**src/rtl/tlb_pkg.sv**
```systemverilog
`default_nettype none
// ============================================================================
// Module   : tlb_pkg
// Brief    : Shared TLB types, op codes and the entry parity function.
// Revision : 1.0
// ============================================================================
package tlb_pkg;

   typedef enum logic [1:0] {
      TLBW_FILL = 2'd0,
      TLBW_INV1 = 2'd1,
      TLBW_INVP = 2'd2,
      TLBW_INVA = 2'd3
   } tlbw_op_e;

   typedef enum logic [1:0] {
      ST_IDLE  = 2'd0,
      ST_SETUP = 2'd1,
      ST_PULSE = 2'd2,
      ST_HOLD  = 2'd3
   } tlbw_state_e;

   // d[19:0] carries D[23:4]; odd parity per group, also used by the lookup checker.
   function automatic logic [2:0] tlb_parity(input logic [19:0] d);
      return {~^d[19:16], ~^d[15:8], ~^d[7:0]};
   endfunction

endpackage
`default_nettype wire

```
**src/rtl/tlb_writer.sv**
```systemverilog
`default_nettype none
// ============================================================================
// Module   : tlb_writer
// Brief    : Write-side sequencer for the asynchronous TLB RAM array
//            (fill, invalidate single, invalidate half, invalidate all).
// Revision : 1.0
// ============================================================================
module tlb_writer
   import tlb_pkg::*;
#(
   parameter int          ENTRIES  = 256,
   parameter int          HALF     = 128,
   parameter logic [19:0] INV_DATA = 20'h00000
)(
   input  logic        clk,
   input  logic        nRESET,
   input  logic        req,
   input  logic [1:0]  op,
   input  logic [7:0]  req_addr,
   input  logic [19:0] req_data,
   output logic        ack,
   output logic        done,
   output logic        tlbw_busy,
   output logic [7:0]  A,
   output logic [19:0] D,
   output logic [2:0]  Dp,
   output logic        nWE
);

   localparam logic [7:0] c_LAST_ALL  = 8'(ENTRIES - 1);
   localparam logic [7:0] c_LAST_HALF = 8'(HALF - 1);

   tlbw_state_e r_state;
   tlbw_state_e w_state_nxt;
   logic        r_armed;
   logic [7:0]  r_a;
   logic [7:0]  r_last;
   logic [19:0] r_d;
   logic        r_nwe;
   logic        w_accept;
   logic        w_last;

   // r_armed keeps ack low while reset is asserted even if req is already high.
   assign w_accept = (r_state == ST_IDLE) && req && r_armed;
   assign w_last   = (r_a == r_last);

   always_ff @(posedge clk or negedge nRESET) begin
      if (!nRESET) r_state <= ST_IDLE;
      else         r_state <= w_state_nxt;
   end

   always_comb begin
      w_state_nxt = r_state;
      case (r_state)
         ST_IDLE:  if (w_accept) w_state_nxt = ST_SETUP;
         ST_SETUP: w_state_nxt = ST_PULSE;
         ST_PULSE: w_state_nxt = ST_HOLD;
         ST_HOLD:  w_state_nxt = w_last ? ST_IDLE : ST_SETUP;
         default:  w_state_nxt = ST_IDLE;
      endcase
   end

   always_comb begin
      ack       = w_accept;
      done      = (r_state == ST_HOLD) && w_last;
      tlbw_busy = (r_state != ST_IDLE) || w_accept;
   end

   // nWE is registered so the asynchronous RAM never sees a decode glitch.
   always_ff @(posedge clk or negedge nRESET) begin
      if (!nRESET) begin
         r_armed <= 1'b0;
         r_nwe   <= 1'b1;
         r_a     <= 8'h00;
         r_d     <= 20'h00000;
         r_last  <= 8'h00;
      end else begin
         r_armed <= 1'b1;
         r_nwe   <= (w_state_nxt != ST_PULSE);
         if (w_accept) begin
            case (op)
               TLBW_FILL: begin
                  r_a    <= req_addr;
                  r_last <= req_addr;
                  r_d    <= req_data;
               end
               TLBW_INV1: begin
                  r_a    <= req_addr;
                  r_last <= req_addr;
                  r_d    <= INV_DATA;
               end
               TLBW_INVP: begin
                  r_a    <= 8'h00;
                  r_last <= c_LAST_HALF;
                  r_d    <= INV_DATA;
               end
               default: begin
                  r_a    <= 8'h00;
                  r_last <= c_LAST_ALL;
                  r_d    <= INV_DATA;
               end
            endcase
         end else if ((r_state == ST_HOLD) && !w_last) begin
            r_a <= r_a + 8'd1;
         end
      end
   end

   assign A   = r_a;
   assign D   = r_d;
   assign Dp  = tlb_parity(r_d);
   assign nWE = r_nwe;

endmodule
`default_nettype wire
```
**config.mk**
```make
export PLATFORM = sky130hd
export DESIGN_NAME = tlb_writer
export DESIGN_NICKNAME = d
export VERILOG_FILES = /design/src/rtl/tlb_pkg.sv /design/src/rtl/tlb_writer.sv
export SDC_FILE = /design/constraint.sdc
export NUM_CORES = 1
export LEC_CHECK = 0
export CORE_MARGIN = 2
export CORE_UTILIZATION = 45
export CTS_BUF_LIST = sky130_fd_sc_hd__clkbuf_8 sky130_fd_sc_hd__clkbuf_16
export CTS_CLUSTER_SIZE = 12
export DETAILED_ROUTE_END_ITERATION = 8
export DONT_BUFFER_PORTS = 1
export PLACE_DENSITY = 0.6
export SLEW_MARGIN = 20
export SYNTH_ARGS = -nofsm -noshare
export SYNTH_HDL_FRONTEND = slang
export SYNTH_SLANG_ARGS = --single-unit
```
**constraint.sdc**
```tcl
create_clock -name clk -period 3.5 [get_ports clk]
set_clock_uncertainty 0.15 [all_clocks]
set_input_delay 0.7 -clock clk [delete_from_list [all_inputs] [get_ports clk]]
set_output_delay 0.7 -clock clk [all_outputs]
set_load 0.02 [all_outputs]
```
* Yosys cells after proc, flatten, opt, wreduce, memory -nomap -nowiden
Cells that the tools add are included.
Word-level totals: bits of input ports 33, bits in registers 40, word-level logic and storage cells 36, output and inout bits 35
Cells by class: reduce and logical (&&, ||, !) cells 14, add/sub/neg operators 1, equality and inequality tests 7, multiplexer cells 8
Operators by type and width (number):
- 8-bit 2-to-1 mux | 3
- 20-bit 2-to-1 mux | 1
- 8-bit one-hot mux with 2 select lines | 1
- 8-bit XNOR reduction | 2
- 8-bit by 1-bit adder with 8-bit output (second input constant) | 1
- 8-bit == test | 1
- 2-bit one-hot mux with 4 select lines | 1
- 2-bit == test (second input constant) | 3
- 2-bit by 1-bit == test with 1-bit output (second input constant) | 2
- 1-bit logical AND | 4
- 2-bit logical NOT | 2
- 2-bit nonzero test | 2
- 4-bit XNOR reduction | 1
- 2-bit 2-to-1 mux | 1
- 2-bit inequality test (second input constant) | 1
- 2-bit OR reduction | 1
- 1-bit logical NOT | 1
- 1-bit logical OR | 1
- 1-bit 2-to-1 mux | 1

* Longest topological paths before layout
depth after elaboration 6, depth in mapped cells 7, depth with buffers taken out 6

* Worst setup path before layout
No wires, ideal clock.
path kind reg-to-output, start point reg r_a[0] (netlist: A[0]), end point out done, slack 1.214 ns, data arrival time 1.436 ns, cell stages (with the launch flop) 4, cells stage by stage dfrtp_1 xnor2_1 nand4_2 nor3_1
On the way: word-level cells in the longest chain between the ends 2
Ends and longest elaborated chain:
- from (decl) | RTL line tlb_writer.sv:36 | logic [7:0] r_a;
- from (signal assigned) | RTL line tlb_writer.sv:83 | r_a <= req_addr;
- from (signal assigned) | RTL line tlb_writer.sv:88 | r_a <= req_addr;
- from (signal assigned) | RTL line tlb_writer.sv:104 | r_a <= r_a + 8'd1;
- 8-bit == test | RTL line tlb_writer.sv:45 | assign w_last = (r_a == r_last);
- 1-bit logical AND | RTL line tlb_writer.sv:65 | done = (r_state == ST_HOLD) && w_last;
- to (decl) | RTL line tlb_writer.sv:22 | output logic done,
No other way between the ends.

* Worst setup path in the final report
start point reg r_a[1] (netlist: A[1]), end point out done
The elaborated chain is that of the path after synthesis.

==> results.md <==
* CP required at 2.65 ns
* P&R area growth vs syn at 9.04%
* Final period util at 76.8%
* Standard-cell rows at 24
* Buf/Inv on CP at 0
* Crit path max fanout at 6
* Placed insts at 265
* Io pins at 68
* Pin count of the biggest net entering global routing at 44
* H-tree depth at 2
* Multi-input gate area at 960 um2
* Critical path cell sequence: xnor2_1 > nand4_2 > nor3_1
* Sequential cell fraction of total power at 44.9%
* Min-delay worst type: primary input to asynchronous set/reset pin
* Setup TNS at 0 ns
* Switching Fraction at 47.1%
* GR Util met1 at 24.4%
* Syn_nets at 258
* Sequential cell area fraction in the yosys report at 49.2%
* Routed via count at 1488
* Synth area leader: dfrtp_1
* First-pass GRT wire length at 7000 um
* Power Total at 0.00245 W
* Met3 Use GR at 7.45%
* Status: finished, final reports clean
* CP arrival at 1.84 ns
* Worst setup path startpoint: A[1]
* Later-pin clock latency in the skew report at 0.29 ns
* Core Footprint at 4350 um2
* Worst setup SP type: register
* Max_cap viols at 0
* Yosys warns at 0
* Max Slew Vio Count at 0
* Worst Hold Margin at 0.0921 ns
* P_sw at 0.00115 W
* Clock-pin transition on the worst setup and hold timing paths at 0.09 ns
* TritonCTS sink count at 40
* RSZ-0062 raised after global routing: no
* Post-synth EDFFs at 0
* Syn Inst Count at 220
* Cell area after layout at 2220 um2
* Drt drc at 0
* PwrDens at 1100 nW/um2
* Post-Layout Cell Count at 275
* CTS Buffer Depth at 2
* Worst slew margin at 53.0%
* Routed Antenna Nets at 0
* Peak Freq at 372 MHz
* Synthesized area per cell at 9.25 um2
* Gr usage total at 17.9%
* P_leak at 1.04 nW
* Measured slew at the worst slew-check pin at 0.702 ns
* GRT Max-Usage Layer: met2
* Hold Vio Cnt, Final at 0
* Die height at 71.3 um
* Setup violators final at 0
* First-iteration detailed-routing DRC count at 58
* Fillers at 411
* Vias in the first global route at 1353
* CTS tree: done
* Post-CTS setup buffers at 0
* Layout cell share with drive strength beyond 1 at 8.11%
* Vias per cell at 5.41
* CTS hold repair buffers at 1
* Most common cell after layout, fill and taps aside: nand2_1
* Crit end category: output port
* Final GP Congestion at 0.778
* Main synth FF type: dfrtp_1
* Crit-path slowest cell: nor3_1
* Worst r2r src: r_state[0]
* Total gr overflow at 0
* Pre-antenna DRT Iters at 4
* CTS buffer count at 5
* Wire per inst at 16.0 um
* Initial antenna violation count at 1
* Die extent in x at 71.3 um
* Synth top area cells: dfrtp_1, nand2_1, xnor2_1, nand3_1, a21oi_1
* Worst setup path class: register to output port
* FFs w/ async S/R, synth at 100%
* Max incr delay on CP at 0.57 ns
* Root buf cell: clkbuf_8
* Min Clock Period, post-route at 2.69 ns
* Fin nets at 259
* HPWL after DPL at 3030 um
* Power share of the clock group at 16.6%
* Int Power at 0.00130 W
* Port Buffers at 0
* CTS resizes at 0
* Mapped Area at 2040 um2
* Yosys reg bits at 40
* Combinational power share at 38.6%
* Die area at 5080 um2
* Routed wire length at 4390 um
* DP Area at 2080 um2
* Starting Density at 46.8%
* Cell variety after synth at 29
* Most frequent cells in the layout: nand2_1, dfrtp_1, xnor2_1, nand3_1, a21oi_1
* Area share of the largest cell type after synthesis at 47.9%
* GRT met2 Usage at 25.6%
* Crit path max-delay family: simple AND/OR/NAND/NOR gates
* Peak supply drop at 0.000514 V
* Register area at 1000 um2
## worst paths after layout
kind,end,slack [ns],depth (start not counted)
setup / recovery,done,0.81,3
hold / removal,D[19],0.09,1
setup reg to reg,D[16],1.52,7
hold reg to reg,r_last[1],0.36,2
max in group asynchronous,r_state[1],2.92,1
min in group clk,r_last[1],0.36,2
## metal layers
layer	share of wire (%)	vias to the layer above
met2	45	61
li1	-	726
met5	0	-
met3	8.6	8
met4	2.1	0
met1	44	693
## logic make-up (layout without fill, tap and decap cells)
kind of cell | count (synthesis) | after routing | synth area share, %
and+or+nand+nor | 93 | 93 | 21.0
adders and majority gates | 5 | 5 | 3.07
muxes | 1 | 1 | 0.492
DFF | 40 | 40 | 49.2
buffers and inverters | 17 | 19 | 3.63
other | 1 | 2 | 0.184
xor gates and xnor gates | 30 | 30 | 12.9
AOI/OAI and AO/OA | 33 | 33 | 9.47
## synth_stat cells (2+ instances only)
| cell type | n |
|---|---|
| o211ai_1 | 3 |
| nand2_1 | 60 |
| a21oi_1 | 13 |
| dfrtp_1 | 39 |
| nand3_1 | 22 |
| a31oi_1 | 3 |
| ha_1 | 5 |
| xor2_1 | 5 |
| xnor2_1 | 25 |
| inv_1 | 7 |
| nor2_1 | 2 |
| clkbuf_1 | 9 |
| o21ai_0 | 11 |
## metrics by stage
step           worst slack [ns]  util, %
2_1_floorplan              1.21        -
3_3_place_gp               1.14     47.7
3_5_place_dp               1.12     47.7
4_1_cts                   0.787     50.9
5_1_grt                   0.714     51.0
6_report                  0.810     51.0
## power by group through the flow
| stage | Combinational (W) | Sequential [W] | Clock [W] |
|---|---|---|---|
| 5_1_grt | 0.00106 | 0.00114 | 0.000433 |
| 4_1_cts | 0.000958 | 0.00111 | 0.000414 |
| 3_5_place_dp | 0.000944 | 0.00111 | 0 |
| 2_1_floorplan | 0.000842 | 0.00105 | 0 |
| 3_3_place_gp | 0.000926 | 0.00111 | 0 |
| 6_report | 0.000946 | 0.00110 | 0.000406 |
## layout make-up
| cell class | instances | share of cell area, % |
|---|---|---|
| clock inverters | 2 | 1.75 |
| multi-input cells | 163 | 43.2 |
| clock buffers | 6 | 3.72 |
| diodes | 1 | 0.113 |
| inverters | 7 | 1.18 |
| well taps | 52 | 2.93 |
| flip-flops and latches | 40 | 45.2 |
| repair buffers | 4 | 1.92 |
## state kept, by name, indices dropped and copies added, names as in the netlist
| name | count |
|---|---|
| A | 8 |
| D | 20 |
| nWE | 1 |
| r_armed | 1 |
| r_last | 8 |
| r_state | 2 |
## worst register-to-register path, delay by kind of cell (launching register included)
kind / cells / cell delay [ns]
fa+ha+maj: 1 / 0.19
simple gates: 3 / 0.30
buf+inv: 3 / 0.85
flops: 1 / 0.44
Note: power is estimated with default switching activity, not from simulation.
